<file path="config.mk">
export PLATFORM = sky130hd
export DESIGN_NAME = dense_sched
export DESIGN_NICKNAME = d
export VERILOG_FILES = /design/src/rtl/dense_sched.sv
export SDC_FILE = /design/constraint.sdc
export NUM_CORES = 1
export LEC_CHECK = 0
export CAP_MARGIN = 20
export CORE_ASPECT_RATIO = 1.4
export CORE_MARGIN = 2
export CORE_UTILIZATION = 59
export DETAILED_ROUTE_END_ITERATION = 10
export GPL_TIMING_DRIVEN = 0
export PLACE_DENSITY = 0.94
export SLEW_MARGIN = 20
export SYNTH_ARGS = -nofsm -noshare
export SYNTH_HDL_FRONTEND = slang
export SYNTH_SLANG_ARGS = --single-unit
</file>
<file path="constraint.sdc">
create_clock -name clk -period 5.9 [get_ports clk]
set_input_delay 1.18 -clock clk [delete_from_list [all_inputs] [get_ports clk]]
set_output_delay 1.18 -clock clk [all_outputs]
set_load 0.02 [all_outputs]
</file>
<file path="src/rtl/dense_sched.sv">
// ---------------------------------------------------------------------------
// dense_sched -- sequencer for one fully connected (dense) layer pass.
//
// For every neuron i it issues one LOAD_BIAS, then one ACC per input j
// (x_addr = j, w_addr = j*nb_neurons + i), requests the activation unit,
// waits for its result and writes y[i]. The weight address is built
// incrementally, adding the latched nb_neurons once per ACC cycle, so no
// multiplier is needed. It wraps modulo 2^AW.
//
// Every output comes straight from a flop. The output flops are loaded
// from the next-state values, so each state's strobe appears on the first
// cycle the FSM sits in that state. A stall sampled at a clock edge holds
// the sequencer and blanks the strobes for the following cycle. The
// operation already on the bus when stall rose counts as accepted, and the
// addresses keep their values during the stall.
//
// Ports
//   clk        in   single clock, rising edge
//   rst        in   synchronous active-high reset, highest priority
//   start      in   begin a pass (sampled only in IDLE)
//   nb_input   in   [NW] input vector length, latched on start
//   nb_neurons in   [NW] neuron count / weight stride, latched on start
//   stall      in   datapath backpressure (BIAS, ACC, ACT_REQ, WB only)
//   act_done   in   activation result ready (looked at only in ACT_WAIT)
//   busy       out  high in every state except IDLE
//   done       out  one-cycle pulse at the end of a pass
//   mac_op     out  [2] 00 NOP, 01 LOAD_BIAS, 10 ACC
//   mac_last   out  high with the final ACC of a neuron
//   b_addr     out  [NW] bias index i
//   x_addr     out  [NW] input index j
//   w_addr     out  [AW] weight index j*nb_neurons+i
//   act_start  out  one-cycle activation request
//   y_we       out  output vector write strobe
//   y_addr     out  [NW] output index i
// ---------------------------------------------------------------------------
module dense_sched #(
  parameter int AW = 16,
  parameter int NW = 8
) (
  input  logic          clk,
  input  logic          rst,
  input  logic          start,
  input  logic [NW-1:0] nb_input,
  input  logic [NW-1:0] nb_neurons,
  input  logic          stall,
  input  logic          act_done,
  output logic          busy,
  output logic          done,
  output logic [1:0]    mac_op,
  output logic          mac_last,
  output logic [NW-1:0] b_addr,
  output logic [NW-1:0] x_addr,
  output logic [AW-1:0] w_addr,
  output logic          act_start,
  output logic          y_we,
  output logic [NW-1:0] y_addr
);

  typedef enum logic [2:0] {
    S_IDLE,
    S_BIAS,
    S_ACC,
    S_ACT_REQ,
    S_ACT_WAIT,
    S_WB,
    S_DONE
  } state_t;

  localparam logic [1:0] OP_NOP  = 2'b00;
  localparam logic [1:0] OP_BIAS = 2'b01;
  localparam logic [1:0] OP_ACC  = 2'b10;

  // Sequencer state and counters
  state_t        r_state, w_state_nxt;
  logic [NW-1:0] r_i, w_i_nxt;
  logic [NW-1:0] r_j, w_j_nxt;
  logic [AW-1:0] r_w, w_w_nxt;
  logic [NW-1:0] r_nbi, w_nbi_nxt;
  logic [NW-1:0] r_nbn, w_nbn_nxt;
  logic          w_hold;

  // Registered outputs and their next values
  logic          r_busy, w_busy_nxt;
  logic          r_done, w_done_nxt;
  logic [1:0]    r_mac_op, w_mac_op_nxt;
  logic          r_mac_last, w_mac_last_nxt;
  logic [NW-1:0] r_b_addr, w_b_addr_nxt;
  logic [NW-1:0] r_x_addr, w_x_addr_nxt;
  logic [AW-1:0] r_w_addr, w_w_addr_nxt;
  logic          r_act_start, w_act_start_nxt;
  logic          r_y_we, w_y_we_nxt;
  logic [NW-1:0] r_y_addr, w_y_addr_nxt;

  logic [NW-1:0] w_i_inc;
  logic [NW-1:0] w_i_last;
  logic [NW-1:0] w_j_last;

  assign w_i_inc  = r_i + NW'(1);
  assign w_i_last = r_nbn - NW'(1);
  assign w_j_last = r_nbi - NW'(1);

  // ---------------------------------------------------------------------
  // Next-state logic
  // ---------------------------------------------------------------------
  always_comb begin
    // NOTE: every variable gets a default before the case so no path
    // leaves it unassigned; otherwise synthesis would infer a latch.
    w_state_nxt = r_state;
    w_i_nxt     = r_i;
    w_j_nxt     = r_j;
    w_w_nxt     = r_w;
    w_nbi_nxt   = r_nbi;
    w_nbn_nxt   = r_nbn;
    w_hold      = 1'b0;

    unique case (r_state)
      S_IDLE: begin
        if (start) begin
          w_nbi_nxt   = nb_input;
          w_nbn_nxt   = nb_neurons;
          w_i_nxt     = '0;
          w_j_nxt     = '0;
          w_w_nxt     = '0;
          w_state_nxt = (nb_neurons != '0) ? S_BIAS : S_DONE;
        end
      end
      S_BIAS: begin
        if (stall) begin
          w_hold = 1'b1;
        end else begin
          w_j_nxt     = '0;
          w_state_nxt = (r_nbi != '0) ? S_ACC : S_ACT_REQ;
        end
      end
      S_ACC: begin
        if (stall) begin
          w_hold = 1'b1;
        end else if (r_j == w_j_last) begin
          w_state_nxt = S_ACT_REQ;
        end else begin
          w_j_nxt = r_j + NW'(1);
          w_w_nxt = r_w + AW'(r_nbn);
        end
      end
      S_ACT_REQ: begin
        if (stall) w_hold = 1'b1;
        else       w_state_nxt = S_ACT_WAIT;
      end
      S_ACT_WAIT: begin
        // stall is not looked at here, so act_done always wins
        if (act_done) w_state_nxt = S_WB;
      end
      S_WB: begin
        if (stall) begin
          w_hold = 1'b1;
        end else if (r_i == w_i_last) begin
          w_state_nxt = S_DONE;
        end else begin
          w_i_nxt     = w_i_inc;
          w_j_nxt     = '0;
          w_w_nxt     = AW'(w_i_inc);
          w_state_nxt = S_BIAS;
        end
      end
      S_DONE: w_state_nxt = S_IDLE;
      default: w_state_nxt = S_IDLE;
    endcase
  end

  // ---------------------------------------------------------------------
  // Output decode: values loaded into the output flops at the same edge
  // that moves the FSM into the state they belong to.
  // ---------------------------------------------------------------------
  always_comb begin
    w_busy_nxt      = (w_state_nxt != S_IDLE);
    w_done_nxt      = (w_state_nxt == S_DONE);
    w_mac_op_nxt    = OP_NOP;
    w_mac_last_nxt  = 1'b0;
    w_act_start_nxt = 1'b0;
    w_y_we_nxt      = 1'b0;
    w_b_addr_nxt    = r_b_addr;
    w_x_addr_nxt    = r_x_addr;
    w_w_addr_nxt    = r_w_addr;
    w_y_addr_nxt    = r_y_addr;

    if (!w_hold) begin
      unique case (w_state_nxt)
        S_BIAS: begin
          w_mac_op_nxt = OP_BIAS;
          w_b_addr_nxt = w_i_nxt;
        end
        S_ACC: begin
          w_mac_op_nxt   = OP_ACC;
          w_mac_last_nxt = (w_j_nxt == w_j_last);
          w_x_addr_nxt   = w_j_nxt;
          w_w_addr_nxt   = w_w_nxt;
        end
        S_ACT_REQ: w_act_start_nxt = 1'b1;
        S_WB: begin
          w_y_we_nxt   = 1'b1;
          w_y_addr_nxt = w_i_nxt;
        end
        default: ;
      endcase
    end
  end

  // ---------------------------------------------------------------------
  // State and output registers
  // ---------------------------------------------------------------------
  always_ff @(posedge clk) begin
    // NOTE: non-blocking assignments here so every flop samples the
    // values from before this edge, independent of statement order.
    if (rst) begin
      r_state     <= S_IDLE;
      r_i         <= '0;
      r_j         <= '0;
      r_w         <= '0;
      r_nbi       <= '0;
      r_nbn       <= '0;
      r_busy      <= 1'b0;
      r_done      <= 1'b0;
      r_mac_op    <= OP_NOP;
      r_mac_last  <= 1'b0;
      r_b_addr    <= '0;
      r_x_addr    <= '0;
      r_w_addr    <= '0;
      r_act_start <= 1'b0;
      r_y_we      <= 1'b0;
      r_y_addr    <= '0;
    end else begin
      r_state     <= w_state_nxt;
      r_i         <= w_i_nxt;
      r_j         <= w_j_nxt;
      r_w         <= w_w_nxt;
      r_nbi       <= w_nbi_nxt;
      r_nbn       <= w_nbn_nxt;
      r_busy      <= w_busy_nxt;
      r_done      <= w_done_nxt;
      r_mac_op    <= w_mac_op_nxt;
      r_mac_last  <= w_mac_last_nxt;
      r_b_addr    <= w_b_addr_nxt;
      r_x_addr    <= w_x_addr_nxt;
      r_w_addr    <= w_w_addr_nxt;
      r_act_start <= w_act_start_nxt;
      r_y_we      <= w_y_we_nxt;
      r_y_addr    <= w_y_addr_nxt;
    end
  end

  assign busy      = r_busy;
  assign done      = r_done;
  assign mac_op    = r_mac_op;
  assign mac_last  = r_mac_last;
  assign b_addr    = r_b_addr;
  assign x_addr    = r_x_addr;
  assign w_addr    = r_w_addr;
  assign act_start = r_act_start;
  assign y_we      = r_y_we;
  assign y_addr    = r_y_addr;

endmodule

</file>
* Yosys cells after proc, flatten, opt, wreduce, memory -nomap -nowiden
Cells that the tools add are included.
** Storage, ports and cells
- Bits in registers :: 98
- Output and inout bits :: 47
- Word-level logic and storage cells :: 80
** Operators by class
- $add $sub $neg :: 5
- Eq/ne operators :: 13
- Multiplexer cells :: 33
- Bitwise logic cells :: 2
- Reduce and logical (&&, ||, !) cells :: 11
** Operator list (number)
- 2-to-1 mux 16 bit :: 5
- 2-to-1 mux 8 bit :: 9
- case mux 16 bit (3 select lines) :: 1
- case mux 8 bit (4 select lines) :: 1
- 2-to-1 mux 3 bit :: 9
- equality test 8 bit :: 3
- case mux 3 bit (6 select lines) :: 1
- adder 16 x 8 -> 16 bit :: 1
- adder 8 x 1 -> 8 bit, second input constant :: 2
- case mux 8 bit (2 select lines) :: 1
- nonzero test 8 bit :: 2
- subtractor 8 x 1 -> 8 bit, second input constant :: 2
- equality test 3 x 2 -> 1 bit, second input constant :: 4
- equality test 3 bit, second input constant :: 4
- AND reduction 2 bit :: 4
- equality test 3 x 1 -> 1 bit, second input constant :: 2
- 2-to-1 mux 1 bit :: 5
- case mux 2 bit (2 select lines) :: 1
- OR reduction 4 bit :: 1
- zero test 3 bit :: 1
- nonzero test 3 bit :: 1
- OR reduction 3 bit :: 1
- NOT 1 bit :: 2
- OR reduction 2 bit :: 1

* Longest topological paths before layout
Gate-level depths: netlist (run 1).
- Depth after elaboration :: 8
- Depth in mapped cells :: 14
- Gate-level depth less buffers :: 12

* Worst setup path before layout (run 1)
No wires, ideal clock.
- Kind :: input port to flip-flop
- Start point :: input port start
- End point :: register r_b_addr[1], in the netlist b_addr[1]
- Data arrival time :: 2.959 ns
- Setup slack :: 2.813 ns
- Cell stages on the path :: 7
- Buffers on the path :: 0
- Path through :: nor4b_1 -> a221o_1 -> nor2_8 -> o31ai_2 -> nand2_1 -> a22oi_1 -> nor2_1
** On the way
- Longest elaborated chain between the ends :: 4
- Elaborated cells between the ends (all ways) :: 6
- Classes of those cells :: eq/ne: 1; mux: 4; reduce/logical: 1
** RTL lines
- from (decl) :: line 42 : input logic start,
- 2-to-1 mux 3 bit :: line 118 : if (start) begin
- case mux 3 bit (6 select lines) :: line 116 : unique case (r_state)
- equality test 3 x 1 -> 1 bit :: line 187 : unique case (w_state_nxt)
- AND reduction 2 bit (no line)
- to (signal assigned) :: line 242 : r_b_addr <= w_b_addr_nxt;
- to (decl) :: line 87 : logic [NW-1:0] r_b_addr, w_b_addr_nxt;
Parallel ways exist; a longest one is shown, timed or not.
A chain may end at the register's enable or synchronous reset.

* Worst setup path in the final report (run 1)
- Start point :: input port nb_neurons[0]
- End point :: register r_w_addr[5], in the netlist w_addr[5]
** On the way
- Longest elaborated chain between the ends :: 6
** RTL lines
- from (decl) :: line 44 : input logic [NW-1:0] nb_neurons,
- nonzero test 8 bit :: line 124 : w_state_nxt = (nb_neurons != '0) ? S_BIAS : S_DONE;
- 2-to-1 mux 3 bit :: line 124
- 2-to-1 mux 3 bit :: line 118
- case mux 3 bit (6 select lines) :: line 116
- equality test 3 x 2 -> 1 bit :: line 187
- AND reduction 2 bit (no line)
- to (signal assigned) :: line 244 : r_w_addr <= w_w_addr_nxt;
- to (decl) :: line 89 : logic [AW-1:0] r_w_addr, w_w_addr_nxt;
No other way between the ends.

==> summary.log, run 1 <==
INFO  drt            wl_per_cell=17.7µm
INFO  drt            drtPass1Iterations=5
INFO  critical_path  timing.critical_path.from=nb_neurons[0]
INFO  clock_tree     clk_path_buf_depth=2
INFO  drt            vias=4851
INFO  layout         final_layout_size_suffix_gt1_share=7.73%
INFO  timing         worstMarginPinSlew=0.898ns
INFO  grt            antenna_found_initial=0
INFO  worst_hold_path min-delay-start=w_addr[6]$_SDFFE_PP0P_
INFO  layout         area_growth=21.6%
INFO  power          cellPowerDensity=258nW/µm²
INFO  floorplan      fp.coreArea=8200µm²
INFO  grt            wire_length_of_the_first_global_routing_pass=22300µm
INFO  layout         layoutNonFillerInstCount=775
INFO  critical_path  critPathLaunchType=primary input
INFO  clock_tree     cts.hold.buffers_added=0
INFO  place          placedInstanceArea=5830µm²
INFO  place          dpl.hpwl=9970µm
INFO  synthesis      synth_enable_flop_cells=0
INFO  critical_path  reg2reg_setup_slack=2.38ns
INFO  critical_path  worst_ep_arrival_time=3.84ns
INFO  clock_tree     clock_sinks=98
INFO  worst_hold_path whs_endpoint=w_addr[6]$_SDFFE_PP0P_
INFO  synthesis      top_reg_cell_synth=sky130_fd_sc_hd__dfxtp_1
INFO  critical_path  worstPathRequired=6.17ns
INFO  power          power.total=1.58mW
INFO  critical_path  worst_r2r_path_depth=13
INFO  clock_tree     htree_levels=3
INFO  timing         period_share=60.5%
INFO  power          leakagePower=2.24nW
INFO  flow_run       drv_cap=0
INFO  timing         finalHoldWorstSlack=0.502ns
INFO  critical_path  critical_path.max_fanout=10
INFO  drt            post_drt_via_cell_ratio=6.26
INFO  synthesis      yosys.cell_types.count=75
INFO  clock_tree     clockRootBuffer=sky130_fd_sc_hd__clkbuf_16
INFO  critical_path  worstReg2RegEnd=mac_last$_SDFF_PP0_
INFO  timing         setup_violations=0
INFO  synthesis      synth.top_cell.area_share=39.0%
INFO  timing         max_freq=0.280GHz
INFO  floorplan      floorplan.die_area=9290µm²
INFO  place          placed_cells=759
INFO  synthesis      syn-num-nets=625
INFO  timing         timing.final.max_slew_violations=0
INFO  floorplan      dieWidth=82.0µm
INFO  clock_tree     tritoncts=built
INFO  clock_tree     worst_setup_hold_path_clk_slew=0.07ns
INFO  layout         design.final.nets=702
INFO  worst_hold_path timing.hold.worst_path_depth=2
INFO  layout         postLayoutCellArea=6110µm²
INFO  synthesis      synth_top_area_cell=sky130_fd_sc_hd__dfxtp_1
INFO  grt            first_global_vias=4729
INFO  timing         fin_tns_setup=0ns
INFO  drt            drt_iter0_drc=356
INFO  floorplan      die_height=113µm
INFO  place          place.port_buffers=66
INFO  floorplan      start_util=61.3%
INFO  drt            number_of_nets_with_antenna_violations_after_detailed_routing=0
INFO  clock_tree     numCtsBuffers=9
INFO  synthesis      synth.avg_cell_area=8.51µm²
INFO  drt            drcViolationCount=0
INFO  worst_hold_path path_category_of_the_worst_min_delay_check=register to register
INFO  grt            overflow=0
INFO  drt            wl=13700µm
INFO  synthesis      yosysWarningCount=0
INFO  timing         max-slew-margin-rel=40.0%
INFO  outcome        outcome=finished clean
INFO  clock_tree     number_of_resized_instances_in_the_post_cts_repair_step=0
INFO  synthesis      synth-seq-cells=98
INFO  critical_path  cp-end-kind=register
INFO  timing         layout_min_cycle_time=3.57ns
INFO  synthesis      post_synth_design_cell_area=5030µm²
INFO  floorplan      io_pins=68
INFO  synthesis      synth_seq_area_share=39.0%
INFO  grt            pin_count_of_the_biggest_net_entering_global_routing=19
INFO  layout         antenna-diode-count=0
INFO  synthesis      synthTopCellsByArea=sky130_fd_sc_hd__dfxtp_1 39%, sky130_fd_sc_hd__nor2_1 7.5%, sky130_fd_sc_hd__xnor2_1 4.9%, sky130_fd_sc_hd__a211oi_1 4.8%, sky130_fd_sc_hd__a21oi_1 4.6%
INFO  synthesis      netlist_instances=591
INFO  critical_path  critical_path_class=primary input to register
INFO  grt            grt.total_usage=31.3%
INFO  timing         rsz0062_at_grt=false
INFO  synthesis      synthArstFlopShare=0%
INFO  timing         hold_viol=0
INFO  clock_tree     cts_setup_buffers=0
INFO  floorplan      number_of_placement_rows=39
INFO  critical_path  rr_startpoint=r_nbi[0]$_SDFFE_PP0P_
INFO  timing         finalClockSkew=0.00442ns
INFO  clock_tree     clock_latency=0.36ns
INFO  place          gpl.final_weighted_congestion=0.939
INFO  power          vdd_drop_max=250µV
worst max-delay path: stages:
cell	delay, ns
sky130_fd_sc_hd__clkdlybuf4s50_1	0.42
sky130_fd_sc_hd__nor4_1	0.52
sky130_fd_sc_hd__nand2_1	0.14
sky130_fd_sc_hd__a221o_1	0.45
sky130_fd_sc_hd__nor2_8	0.13
sky130_fd_sc_hd__o31ai_2	0.14
sky130_fd_sc_hd__nor2_4	0.32
sky130_fd_sc_hd__buf_4	0.24
sky130_fd_sc_hd__nor2_1	0.06
sky130_fd_sc_hd__a211oi_1	0.23
flip-flops by register name, indices dropped and copies added (netlist names), 2 cells and up:
signal,flops
r_nbn,8
r_nbi,8
b_addr,8
r_w,16
r_j,8
w_addr,16
r_state,3
mac_op,2
y_addr,8
r_i,8
x_addr,8
layer usage:
layer	wire length, µm	GRT usage [%]
met4	690	19.3
met1	5270	34.4
met3	766	6.30
met5	0	0
met2	6970	53.8
through the flow:
stage          worst slack, ns  utilization (%)
2_1_floorplan             2.81                -
3_3_place_gp              1.71             71.0
3_5_place_dp              2.03             71.1
4_1_cts                   2.38             74.6
5_1_grt                   2.18             74.6
6_report                  2.33             74.6
kinds of logic (layout without fill, tap and decap cells):
logic type               after synthesis  in the layout  synth area share [%]
adder cells (fa/ha/maj)               13             13                  3.38
flip-flops                            98             98                  39.0
XOR/XNOR                              43             43                  8.31
AO/OA/AOI/OAI                        156            156                  22.7
AND/OR/NAND/NOR                      227            227                  21.6
buffers and inverters                 51            133                  4.33
multiplexers                           3              3                 0.597
cell usage in the layout, fill, tap and decap left out, types with 4 or more instances in the layout:
master	instances
sky130_fd_sc_hd__nor2_1	100
sky130_fd_sc_hd__dfxtp_1	98
sky130_fd_sc_hd__clkdlybuf4s50_1	66
sky130_fd_sc_hd__nand2_1	54
sky130_fd_sc_hd__a21oi_1	46
sky130_fd_sc_hd__a211oi_1	32
sky130_fd_sc_hd__xnor2_1	28
sky130_fd_sc_hd__clkbuf_1	26
sky130_fd_sc_hd__inv_1	15
sky130_fd_sc_hd__xor2_1	12
sky130_fd_sc_hd__nand3_1	12
sky130_fd_sc_hd__o21ai_0	12
sky130_fd_sc_hd__ha_1	12
sky130_fd_sc_hd__a22oi_1	11
sky130_fd_sc_hd__clkbuf_16	9
sky130_fd_sc_hd__nor4_1	8
sky130_fd_sc_hd__o21bai_1	7
sky130_fd_sc_hd__buf_2	6
sky130_fd_sc_hd__nor3_1	6
sky130_fd_sc_hd__nor2b_1	6
sky130_fd_sc_hd__and3_1	5
sky130_fd_sc_hd__nand4_1	5
sky130_fd_sc_hd__a221oi_1	5
sky130_fd_sc_hd__or3_1	4
report_power, final:
part | switching [mW] | total (mW) | internal [mW] | leakage (nW)
registers | 0.0209 | 0.707 | 0.686 | 0.794
clock network | 0.277 | 0.570 | 0.293 | 0.139
logic | 0.174 | 0.302 | 0.128 | 1.30
total | 0.472 | 1.58 | 1.11 | 2.24
cell usage after synthesis, types with 4 or more instances:
cell,n
sky130_fd_sc_hd__xor2_1,12
sky130_fd_sc_hd__and3_1,5
sky130_fd_sc_hd__ha_1,12
sky130_fd_sc_hd__buf_2,6
sky130_fd_sc_hd__nor2_1,100
sky130_fd_sc_hd__o21bai_1,7
sky130_fd_sc_hd__a21oi_1,46
sky130_fd_sc_hd__a211oi_1,32
sky130_fd_sc_hd__dfxtp_1,98
sky130_fd_sc_hd__a221oi_1,5
sky130_fd_sc_hd__a22oi_1,11
sky130_fd_sc_hd__nor4b_1,4
sky130_fd_sc_hd__xnor2_1,28
sky130_fd_sc_hd__nor4_1,8
sky130_fd_sc_hd__nand3_1,12
sky130_fd_sc_hd__clkbuf_1,26
sky130_fd_sc_hd__or3_1,4
sky130_fd_sc_hd__nor3_1,6
sky130_fd_sc_hd__nand4_1,5
sky130_fd_sc_hd__nor2b_1,6
sky130_fd_sc_hd__inv_1,15
sky130_fd_sc_hd__o21ai_0,12
sky130_fd_sc_hd__nand2_1,54
final cells by class:
| class | count | area [µm²] |
|---|---|---|
| Tap cell | 102 | 128 |
| Fill cell | 575 | 2080 |
| Inverter | 15 | 56.3 |
| Buffer | 36 | 161 |
| Clock buffer | 9 | 225 |
| Multi-Input combinational cell | 442 | 2860 |
| Sequential cell | 98 | 1960 |
| Clock inverter | 7 | 58.8 |
| Timing Repair Buffer | 66 | 661 |
worst max path at each step:
stage | to | depth (start not counted)
after floorplan | b_addr[1]$_SDFFE_PP0P_ | 7
after global placement | b_addr[7]$_SDFFE_PP0P_ | 8
after detailed placement | w_addr[5]$_SDFFE_PP0P_ | 10
after CTS | x_addr[7]$_SDFFE_PP0P_ | 10
after global routing | b_addr[4]$_SDFFE_PP0P_ | 12
final | w_addr[5]$_SDFFE_PP0P_ | 10
Note: power is estimated with default switching activity, not from simulation.
==> run 2: changes to the inputs <==
--- a/config.mk
+++ b/config.mk
@@ -8,10 +8,10 @@
 export CAP_MARGIN = 20
 export CORE_ASPECT_RATIO = 1.4
 export CORE_MARGIN = 2
-export CORE_UTILIZATION = 59
+export CORE_UTILIZATION = 50
 export DETAILED_ROUTE_END_ITERATION = 10
 export GPL_TIMING_DRIVEN = 0
-export PLACE_DENSITY = 0.94
+export PLACE_DENSITY = 0.86
 export SLEW_MARGIN = 20
 export SYNTH_ARGS = -nofsm -noshare
 export SYNTH_HDL_FRONTEND = slang
==> constraint.sdc (replaced) <==
create_clock -name clk -period 2.9 [get_ports clk]
set_input_delay 0.58 -clock clk [delete_from_list [all_inputs] [get_ports clk]]
set_output_delay 0.58 -clock clk [all_outputs]
set_load 0.02 [all_outputs]
==> run 2 against run 1 <==
Effect of this change:
- the flow now finishes with violations (setup timing)
- worst hold slack worse by 0.0039 ns
- sequential power rose by 110%
- non-clock buffer count rose by 43
- first-iteration DRC count rose by 43%
- via count up 11%
- total power is 130% higher
- critical path type is now register to register
==> summary.log, run 2 (synthesis results as in run 1) <==
INFO  timing         worstMarginPinSlew=0.690ns
INFO  critical_path  worst_path_largest_cell_delay=0.53ns
INFO  clock_tree     cts.hold.buffers_added=0
INFO  place          place.port_buffers=66
INFO  worst_hold_path min-delay-start=y_addr[3]$_SDFFE_PP0P_
INFO  place          placedInstanceArea=5880µm²
INFO  clock_tree     clockRootBuffer=sky130_fd_sc_hd__clkbuf_16
INFO  power          power.sequential.fraction=40.7%
INFO  grt            pin_count_of_the_biggest_net_entering_global_routing=20
INFO  outcome        outcome=finished, violations left
INFO  timing         period_share=104%
INFO  critical_path  critPathLaunchType=register
INFO  floorplan      start_util=51.1%
INFO  outcome        violated_checks=setup timing
INFO  grt            grt.total_usage=26.8%
INFO  critical_path  worstReg2RegEnd=mac_last$_SDFF_PP0_
INFO  critical_path  rr_startpoint=r_nbn[0]$_SDFFE_PP0P_
INFO  floorplan      floorplan.die_area=10900µm²
INFO  drt            drcViolationCount=0
INFO  floorplan      dieWidth=88.8µm
INFO  clock_tree     clock_latency=0.37ns
INFO  timing         max-slew-margin-rel=54.0%
INFO  place          dpl.hpwl=10000µm
INFO  drt            wl=17000µm
INFO  timing         final.setup.worst_slack=-0.115ns
INFO  clock_tree     tritoncts=built
INFO  timing         rsz0062_at_grt=true
INFO  flow_run       drv_cap=0
INFO  worst_hold_path path_category_of_the_worst_min_delay_check=register to register
INFO  critical_path  worstSetupPathDepth=12
INFO  floorplan      die_height=123µm
INFO  power          power_frac_clock=36.5%
INFO  drt            wl_per_cell=20.0µm
INFO  layout         mostFrequentLayoutCell=sky130_fd_sc_hd__dfxtp_1
INFO  drt            post_drt_via_cell_ratio=6.35
INFO  worst_hold_path whs_endpoint=y_addr[3]$_SDFFE_PP0P_
INFO  layout         area_growth=41.5%
INFO  floorplan      fp.coreArea=9850µm²
INFO  layout         layout_common_cells=91 x sky130_fd_sc_hd__dfxtp_1, 88 x sky130_fd_sc_hd__nor2_1, 66 x sky130_fd_sc_hd__clkdlybuf4s50_1
INFO  worst_hold_path timing.hold.worst_path_depth=2
INFO  timing         setup_violations=13
INFO  place          gpl.final_weighted_congestion=0.933
INFO  drt            drt_iter0_drc=510
INFO  power          combinational_share_of_power=22.8%
INFO  clock_tree     clk_path_buf_depth=2
INFO  critical_path  timing.critical_path.buf_inv=3
INFO  layout         final_layout_size_suffix_gt1_share=24.9%
INFO  critical_path  worst_ep_arrival_time=3.28ns
INFO  floorplan      io_pins=68
INFO  critical_path  top_delay_family_on_crit_path=compound AO/OA/AOI/OAI gates
INFO  timing         layout_min_cycle_time=3.02ns
INFO  clock_tree     numCtsBuffers=9
INFO  critical_path  slowest_stage=sky130_fd_sc_hd__or4_4
INFO  grt            overflow=0
INFO  layout         design.final.nets=745
INFO  drt            vias=5401
INFO  power          int_power=2.47mW
INFO  critical_path  reg2reg_setup_slack=-0.12ns
INFO  critical_path  cp-end-kind=register
INFO  power          sw_frac_of_total=30.7%
INFO  layout         postLayoutCellArea=7120µm²
INFO  power          vdd_drop_max=420µV
INFO  timing         timing.final.max_slew_violations=0
INFO  layout         antenna-diode-count=0
INFO  power          power.net_switching=1.09mW
INFO  critical_path  crit_path_frequent_cell=sky130_fd_sc_hd__buf_6
INFO  critical_path  critical_path.max_fanout=6
INFO  clock_tree     clock_sinks=98
INFO  power          leakagePower=2.64nW
INFO  grt            antenna_found_initial=0
INFO  floorplan      number_of_placement_rows=43
INFO  grt            first_global_vias=4779
INFO  timing         finalClockSkew=0.0127ns
INFO  clock_tree     worst_setup_hold_path_clk_slew=0.08ns
INFO  drt            number_of_nets_with_antenna_violations_after_detailed_routing=0
INFO  place          dp_worst_setup_slack=-0.582ns
INFO  critical_path  critical_path_class=register to register
INFO  clock_tree     htree_levels=3
INFO  grt            wire_length_of_the_first_global_routing_pass=22500µm
INFO  drt            drtPass1Iterations=5
INFO  critical_path  worstPathRequired=3.17ns
INFO  power          cellPowerDensity=500nW/µm²
INFO  timing         hold_viol=0
INFO  timing         max_freq=0.332GHz
INFO  timing         finalHoldWorstSlack=0.498ns
INFO  critical_path  worst_r2r_path_depth=12
INFO  critical_path  cp_cell_sequence=buf_6, or4_4, or3_1, a22oi_2, o211ai_4, o22ai_4, buf_4, buf_6, o31ai_4, xor2_1, o21bai_1, a2111oi_2
[run 2: worst reg2reg max path, cell delays in order, from the launching register on]
cell,delay (ns)
sky130_fd_sc_hd__dfxtp_2,0.33
sky130_fd_sc_hd__buf_6,0.12
sky130_fd_sc_hd__or4_4,0.53
sky130_fd_sc_hd__or3_1,0.33
sky130_fd_sc_hd__a22oi_2,0.20
sky130_fd_sc_hd__o211ai_4,0.14
sky130_fd_sc_hd__o22ai_4,0.29
sky130_fd_sc_hd__buf_4,0.17
sky130_fd_sc_hd__buf_6,0.09
sky130_fd_sc_hd__o31ai_4,0.08
sky130_fd_sc_hd__xor2_1,0.17
sky130_fd_sc_hd__o21bai_1,0.19
sky130_fd_sc_hd__a2111oi_2,0.30
[run 2: repair_timing]
| action | 4_1_cts | 5_1_grt |
|---|---|---|
| gates cloned | 0 | 2 |
| buffers inserted | 14 | 30 |
| gates resized for setup | 48 | 94 |
| pin swaps | 23 | 42 |
| setup endpoints to repair | 61 | 54 |
[run 2: power by group through the flow]
stage          clock network, mW  registers [mW]  logic [mW]
4_1_cts                     1.29            1.44       0.656
2_1_floorplan                  0            1.49       0.380
3_5_place_dp                   0            1.47       0.593
3_3_place_gp                   0            1.46       0.572
5_1_grt                     1.34            1.45       0.861
6_report                    1.30            1.45       0.813
[run 2: area by class of cell]
class                      instances  area [µm²]
fill                             644        2730
buffer                            32         185
inverter                          15        61.3
tap                              135         169
sequential                        98        1980
clock buffer                       9         225
multi-input combinational        442        3300
timing repair buffer             113        1100
clock inverter                     7        95.1
[run 2: routing by layer]
layer  part of all wire, %  global-route usage (%)
met1                    36                    29.4
met3                   7.2                    5.58
met5                     0                       0
met4                   6.9                    16.9
met2                    50                    46.1
[run 2: worst max-delay path by stage]
stage / end / startpoint
after floorplan: mac_last$_SDFF_PP0_ / r_nbi[0]$_SDFFE_PP0P_
after global placement: b_addr[7]$_SDFFE_PP0P_ / act_done
after detailed placement: mac_last$_SDFF_PP0_ / r_nbi[0]$_SDFFE_PP0P_
after CTS: mac_last$_SDFF_PP0_ / r_nbn[0]$_SDFFE_PP0P_
after global routing: mac_last$_SDFF_PP0_ / r_nbn[0]$_SDFFE_PP0P_
final: mac_last$_SDFF_PP0_ / r_nbn[0]$_SDFFE_PP0P_
[run 2: stage by stage]
step	setup TNS [ns]	power [mW]	utilization (%)	instances
2_1_floorplan	0	1.87	-	591
3_3_place_gp	-25.14	2.04	59.5	792
3_5_place_dp	-14.58	2.06	59.7	793
4_1_cts	-0.0505	3.39	66.1	821
5_1_grt	-2.46	3.66	72.3	851
6_report	-0.768	3.56	72.3	851
==> run 3: changes to the inputs <==
--- a/config.mk
+++ b/config.mk
@@ -8,10 +8,11 @@
 export CAP_MARGIN = 20
 export CORE_ASPECT_RATIO = 1.4
 export CORE_MARGIN = 2
-export CORE_UTILIZATION = 50
+export CORE_UTILIZATION = 55
 export DETAILED_ROUTE_END_ITERATION = 10
 export GPL_TIMING_DRIVEN = 0
-export PLACE_DENSITY = 0.86
+export HOLD_SLACK_MARGIN = 0.12
+export PLACE_DENSITY = 0.89
 export SLEW_MARGIN = 20
 export SYNTH_ARGS = -nofsm -noshare
 export SYNTH_HDL_FRONTEND = slang
==> constraint.sdc (replaced) <==
create_clock -name clk -period 3 [get_ports clk]
set_input_delay 0.6 -clock clk [delete_from_list [all_inputs] [get_ports clk]]
set_output_delay 0.6 -clock clk [all_outputs]
set_load 0.02 [all_outputs]
==> run 3 against run 2 <==
Effect of this change:
- sequential power decreased by 3%
- clock power decreased by 8%
- combinational power decreased by 12%
- cell count decreased by 5.4%
- count of clock-buffer cells in the layout increased by 1
- the flow still finishes with violations (setup timing)
- critical path type unchanged
==> summary.log, run 3 (synthesis results as in run 1) <==
INFO  critical_path  reg2reg_setup_slack=-0.07ns
INFO  floorplan      dieWidth=84.8µm
INFO  drt            post_drt_via_cell_ratio=6.38
INFO  drt            number_of_nets_with_antenna_violations_after_detailed_routing=0
INFO  timing         max-slew-margin-rel=49.6%
INFO  flow_run       drv_cap=0
INFO  timing         rsz0062_at_grt=true
INFO  place          place.port_buffers=66
INFO  critical_path  cp-end-kind=register
INFO  grt            grt.total_usage=30.0%
INFO  clock_tree     clockRootBuffer=sky130_fd_sc_hd__clkbuf_16
INFO  floorplan      number_of_placement_rows=41
INFO  place          dp_worst_setup_slack=-0.454ns
INFO  drt            wl=15800µm
INFO  layout         fin_util=74.4%
INFO  timing         final.setup.worst_slack=-0.0691ns
INFO  critical_path  worstReg2RegEnd=w_addr[12]$_SDFFE_PP0P_
INFO  power          cellPowerDensity=495nW/µm²
INFO  grt            pin_count_of_the_biggest_net_entering_global_routing=18
INFO  layout         layoutNonFillerInstCount=805
INFO  grt            antenna_found_initial=0
INFO  clock_tree     tritoncts=built
INFO  critical_path  worst_path_largest_cell_delay=0.37ns
INFO  power          power.total=3.31mW
INFO  critical_path  critical_path.max_fanout=6
INFO  critical_path  rr_startpoint=r_nbi[0]$_SDFFE_PP0P_
INFO  critical_path  timing.critical_path.from=r_nbi[0]$_SDFFE_PP0P_
INFO  power          leakagePower=2.44nW
INFO  layout         final_layout_size_suffix_gt1_share=18.5%
INFO  drt            drtPass1Iterations=9
INFO  worst_hold_path path_category_of_the_worst_min_delay_check=register to register
INFO  power          vdd_drop_max=359µV
INFO  grt            met3_capacity_usage_during_global_routing=4.98%
INFO  place          gpl.final_weighted_congestion=0.959
INFO  timing         timing.final.max_slew_violations=0
INFO  drt            vias=5139
INFO  grt            gr-usage-met2=54.6%
INFO  timing         worstMarginPinSlew=0.755ns
INFO  layout         antenna-diode-count=0
INFO  grt            globalRouteMet1Util=31.9%
INFO  clock_tree     clock_sinks=98
INFO  drt            wl_per_cell=19.7µm
INFO  layout         mostFrequentLayoutCell=sky130_fd_sc_hd__nor2_1
INFO  layout         fillCellCount=620
INFO  floorplan      io_pins=68
INFO  clock_tree     worst_setup_hold_path_clk_slew=0.07ns
INFO  timing         max_freq=0.326GHz
INFO  critical_path  crit_path_to=w_addr[12]$_SDFFE_PP0P_
INFO  drt            drt_iter0_drc=485
INFO  outcome        outcome=finished, violations left
INFO  critical_path  worst_r2r_path_depth=12
INFO  grt            first_global_vias=4890
INFO  timing         finalClockSkew=0.0119ns
INFO  place          placed_cells=765
INFO  critical_path  critical_path_class=register to register
INFO  floorplan      floorplan.die_area=9930µm²
INFO  timing         finalHoldWorstSlack=0.487ns
INFO  clock_tree     cts.hold.buffers_added=0
INFO  critical_path  worst_ep_arrival_time=3.29ns
INFO  layout         layout_common_cells=99 x sky130_fd_sc_hd__nor2_1, 92 x sky130_fd_sc_hd__dfxtp_1, 66 x sky130_fd_sc_hd__clkdlybuf4s50_1
INFO  critical_path  slowest_stage=sky130_fd_sc_hd__dfxtp_4
INFO  timing         hold_viol=0
INFO  grt            wire_length_of_the_first_global_routing_pass=23400µm
INFO  timing         setup_violations=7
INFO  critical_path  worstPathRequired=3.22ns
INFO  clock_tree     clock_latency=0.36ns
INFO  clock_tree     numCtsBuffers=9
INFO  floorplan      die_height=117µm
INFO  timing         period_share=102%
INFO  critical_path  cp_cell_sequence=nor2_2, nor4b_4, xnor3_1, and4b_4, a21oi_4, buf_12, buf_6, nand2_4, or2_4, o311a_1, a21oi_2, a211oi_1
INFO  drt            drcViolationCount=0
INFO  layout         area_growth=32.8%
INFO  grt            overflow=0
INFO  layout         design.final.nets=727
INFO  timing         layout_min_cycle_time=3.07ns
INFO  outcome        violated_checks=setup timing
INFO  clock_tree     htree_levels=3
INFO  grt            busiest_layer=met2
INFO  floorplan      start_util=56.0%
INFO  place          dpl.hpwl=10300µm
INFO  critical_path  critPathLaunchType=register
INFO  floorplan      fp.coreArea=8980µm²
INFO  clock_tree     clk_path_buf_depth=2
==> run 3: cell count changes in the layout (fill, tap and decap cells not counted), moves of 3 or more <==
cell and change:
sky130_fd_sc_hd__buf_6 -13, sky130_fd_sc_hd__nor2_1 +11, sky130_fd_sc_hd__nor2_2 -9, sky130_fd_sc_hd__buf_4 -5, sky130_fd_sc_hd__a221oi_1 +4, sky130_fd_sc_hd__a221oi_2 -4, sky130_fd_sc_hd__a21oi_1 +3, sky130_fd_sc_hd__a22oi_1 +3
sky130_fd_sc_hd__a22oi_2 -3, sky130_fd_sc_hd__clkbuf_1 +3
==> run 3: critical path, delay by kind of cell, from the launching register on <==
kind / cells / cell delay (ns)
buffers and inverters: 2 / 0.23
XOR/XNOR: 1 / 0.29
flip-flops: 1 / 0.37
AO/OA/AOI/OAI: 4 / 0.85
AND/OR/NAND/NOR: 5 / 1.17
==> run 3: worst min-delay path by stage <==
stage,from,end,cells after the start
2_1_floorplan,r_nbn[7]$_SDFFE_PP0P_,r_nbn[7]$_SDFFE_PP0P_,2
3_3_place_gp,b_addr[3]$_SDFFE_PP0P_,b_addr[3]$_SDFFE_PP0P_,2
3_5_place_dp,b_addr[0]$_SDFFE_PP0P_,b_addr[0]$_SDFFE_PP0P_,2
4_1_cts,b_addr[0]$_SDFFE_PP0P_,b_addr[0]$_SDFFE_PP0P_,2
5_1_grt,w_addr[14]$_SDFFE_PP0P_,w_addr[14]$_SDFFE_PP0P_,2
6_report,b_addr[0]$_SDFFE_PP0P_,b_addr[0]$_SDFFE_PP0P_,2
==> run 3: power by group <==
group          total, mW  switching (mW)  internal, mW
Clock               1.19           0.535         0.656
Combinational      0.719           0.392         0.327
Sequential          1.40          0.0472          1.35
==> run 3: repair_timing <==
action | 4_1_cts | 5_1_grt
cloned | 0 | 1
endpoints found under the setup margin | 47 | 54
pin swaps | 12 | 19
resized for setup | 30 | 53
setup buffers | 7 | 18
==> run 3: routing by layer <==
metal | routed length (µm) | share of wire [%]
met1 | 5730 | 36
met2 | 8010 | 51
met3 | 980 | 6.2
met4 | 1110 | 7.0
met5 | 0 | 0
==> run 3: area by class of cell <==
cell class / instances / area (µm²) / share of cell area [%]
multi-input combinational: 442 / 3170 / 47.4
sequential: 98 / 1970 / 29.6
timing repair buffer: 93 / 877 / 13.1
clock buffer: 10 / 229 / 3.43
buffer: 34 / 170 / 2.55
tap: 107 / 134 / 2.00
clock inverter: 6 / 71.3 / 1.07
inverter: 15 / 56.3 / 0.843
==> run 3: through the flow <==
step	setup TNS, ns	instance area, µm²
after global routing	-1.22	6680
final	-0.268	6680
after floorplan	0	5030
after global placement	-23.30	5820
after detailed placement	-11.46	5840
after CTS	-0.0559	6340
==> edit, RTL diff (config.mk and constraints of run 3) <==
The 7 states of `state_t` get a Gray code encoding in 3 bits.
--- a/src/rtl/dense_sched.sv
+++ b/src/rtl/dense_sched.sv
@@ -57,13 +57,13 @@
 );
 
   typedef enum logic [2:0] {
-    S_IDLE,
-    S_BIAS,
-    S_ACC,
-    S_ACT_REQ,
-    S_ACT_WAIT,
-    S_WB,
-    S_DONE
+    S_IDLE     = 3'b000,
+    S_BIAS     = 3'b001,
+    S_ACC      = 3'b011,
+    S_ACT_REQ  = 3'b010,
+    S_ACT_WAIT = 3'b110,
+    S_WB       = 3'b111,
+    S_DONE     = 3'b101
   } state_t;
 
   localparam logic [1:0] OP_NOP  = 2'b00;
Function: same outputs for any inputs over 4 cycles, from zero or initial values and one cycle with rst high; so few cycles prove little.
==> edit against run 3 <==
Critical endpoint is now mac_last. Sequential cell count is the same. Highest routed layer unchanged. The run still ends with negative setup slack left. Non-clock buffer count shrank 10. Count of clock-buffer cells in the layout grew 2. Final area grew 0.11%. Sequential power is essentially flat. Routed wire length shrank 3.6%. Largest power group unchanged. Synthesized area grew 1.9%. Power shrank 3.0%. Die area grew 1.8%. Setup slack gained 32 ps.
==> edit: results (changes against run 3) <==
stage,metric,value,unit,change
worst_setup_path,crit_start,r_nbi[0],,
grt,grt_pass1_vias,5032,,+2.9%
yosys,synth_fp_nets,648,,+3.7%
worst_setup_path,crit_path_max_incr_delay,500,ps,+130 ps
yosys,yosysSeqAreaShare,38.30,%,-0.71 points
sta,setup_violations,1,,-6
sta,setup_tns,-36.72,ps,+231.5 ps
worst_setup_path,critPathArrivalTime,3280,ps,about the same
routing,dr.pass1.iters,5,,-4
clock_network,h-tree-depth,3,,unchanged
min_path,min-delay-start,x_addr[1],,
placed_design,place_ws,-557.0,ps,-103.2 ps
placed_design,hpwl,10910,um,+5.9%
sta,worstMarginPinSlew,661.0,ps,-93.51 ps
routing,routed_via_density,6.287,,-1.5%
sta,period_needed,3037,ps,-32.42 ps
clock_network,cts_buffers,9,,unchanged
placed_design,dp_cells,786,,+2.7%
worst_setup_path,worstSetupEndpointType,flip-flop,,
outcome,violations,negative setup slack,,
clock_network,cts_root_buf,clkbuf_16,,
placed_design,gp_congestion,0.9039,,-5.7%
clock_network,path_clk_slew,70,ps,about the same
placed_design,portBuffers,66,,unchanged
power_and_ir_drop,irDropWorstVdd,363.7,uV,+1.2%
routing,wl_per_cell,18.70,um,-4.9%
sta,final.setup.worst_slack,-36.72,ps,+32.42 ps
sta,fin_skew,8.814,ps,-3.136 ps
routing,first_iter_violations,440,,-9.3%
grt,grt_use_total,30.04,%,about the same
yosys,yosys_warnings,0,,unchanged
grt,grt_antenna_before_repair,0,,unchanged
cells_and_area,fin_nets,740,,+1.8%
yosys,synth_common_cells,"nor2_1 (103), dfxtp_1 (98), nand2_1 (57), a21oi_1 (44), a211oi_1 (29)",,
clock_network,clk_latency,340,ps,-20 ps
placed_design,dpl_cell_area,5917,um^2,+1.3%
clock_network,clock_path_buffers,2,,unchanged
power_and_ir_drop,p_leak,2.432,nW,-0.44%
worst_setup_path,r2r_cells,12,,unchanged
grt,grt_pass1_wl,24260,um,+3.5%
cells_and_area,layout.cells.non_filler,816,,+1.4%
yosys,synth.distinct_cells,75,,unchanged
grt,grt_max_degree,16,,-2
cells_and_area,drive_gt1_share,15.23,%,-3.2 points
yosys,yosys-top-cells-area,"dfxtp_1 (38%), nor2_1 (7.5%), xnor2_1 (4.4%), a21oi_1 (4.3%), a211oi_1 (4.3%)",,
worst_setup_path,critical_path.max_fanout,7,,+1
yosys,syn_inst,613,,+3.7%
worst_setup_path,path_class,reg -> reg,,
worst_setup_path,slowest_stage,or4_4,,
outcome,status,"finished, violations left",,
edit: what timing repair did:
| action | CTS | global route |
|---|---|---|
| pin swaps | 16 | 25 |
| endpoints found under the hold margin | 0 | 0 |
| buffers inserted | 13 | 7 |
| setup endpoints to repair | 54 | 45 |
| resized for setup | 38 | 36 |
edit: worst max-delay path, delay by kind of cell (launching register included):
family | cells | cell delay, ps
XOR/XNOR | 1 | 190
AND/OR/NAND/NOR | 3 | 900
buffers and inverters | 3 | 470
AO/OA/AOI/OAI | 5 | 1020
flip-flops | 1 | 360
edit: logic make-up after synthesis:
group | after synthesis | synth area share [%]
mux | 1 | 0.1954
compound gates | 169 | 24.60
simple gates | 242 | 22.47
flops | 98 | 38.30
xor+xnor | 39 | 6.937
buf+inv | 50 | 3.933
fa+ha+maj | 14 | 3.566
edit: cell type report:
type	instances	area (um^2)
multi-input combinational	465	3266
fill	652	2342
sequential	98	1978
timing repair buffer	86	839.6
clock buffer	12	256.5
tap	107	133.9
buffer	31	132.6
inverter	14	55.05
clock inverter	3	25.02
edit: worst paths after layout:
kind	endpoint	slack, ps
worst max-delay path	mac_last	-40
worst min-delay path	x_addr[1]	490
worst max register to register	mac_last	-40
worst min register to register	x_addr[1]	490
edit: layer usage:
layer	part of all wire, %	up-vias	GRT usage [%]	routed length, um
met4	4.4	0	15.77	673
met2	54	199	54.64	8288
li1	-	2389	-	-
met1	37	2486	32.94	5627
met5	0	-	0	0
met3	4.4	56	4.260	665
edit: power breakdown:
| group | switching [mW] | total [mW] | internal (mW) |
|---|---|---|---|
| Clock | 0.490 | 1.10 | 0.606 |
| Combinational | 0.410 | 0.713 | 0.303 |
| Sequential | 0.0475 | 1.40 | 1.35 |
| Total | 0.948 | 3.21 | 2.26 |
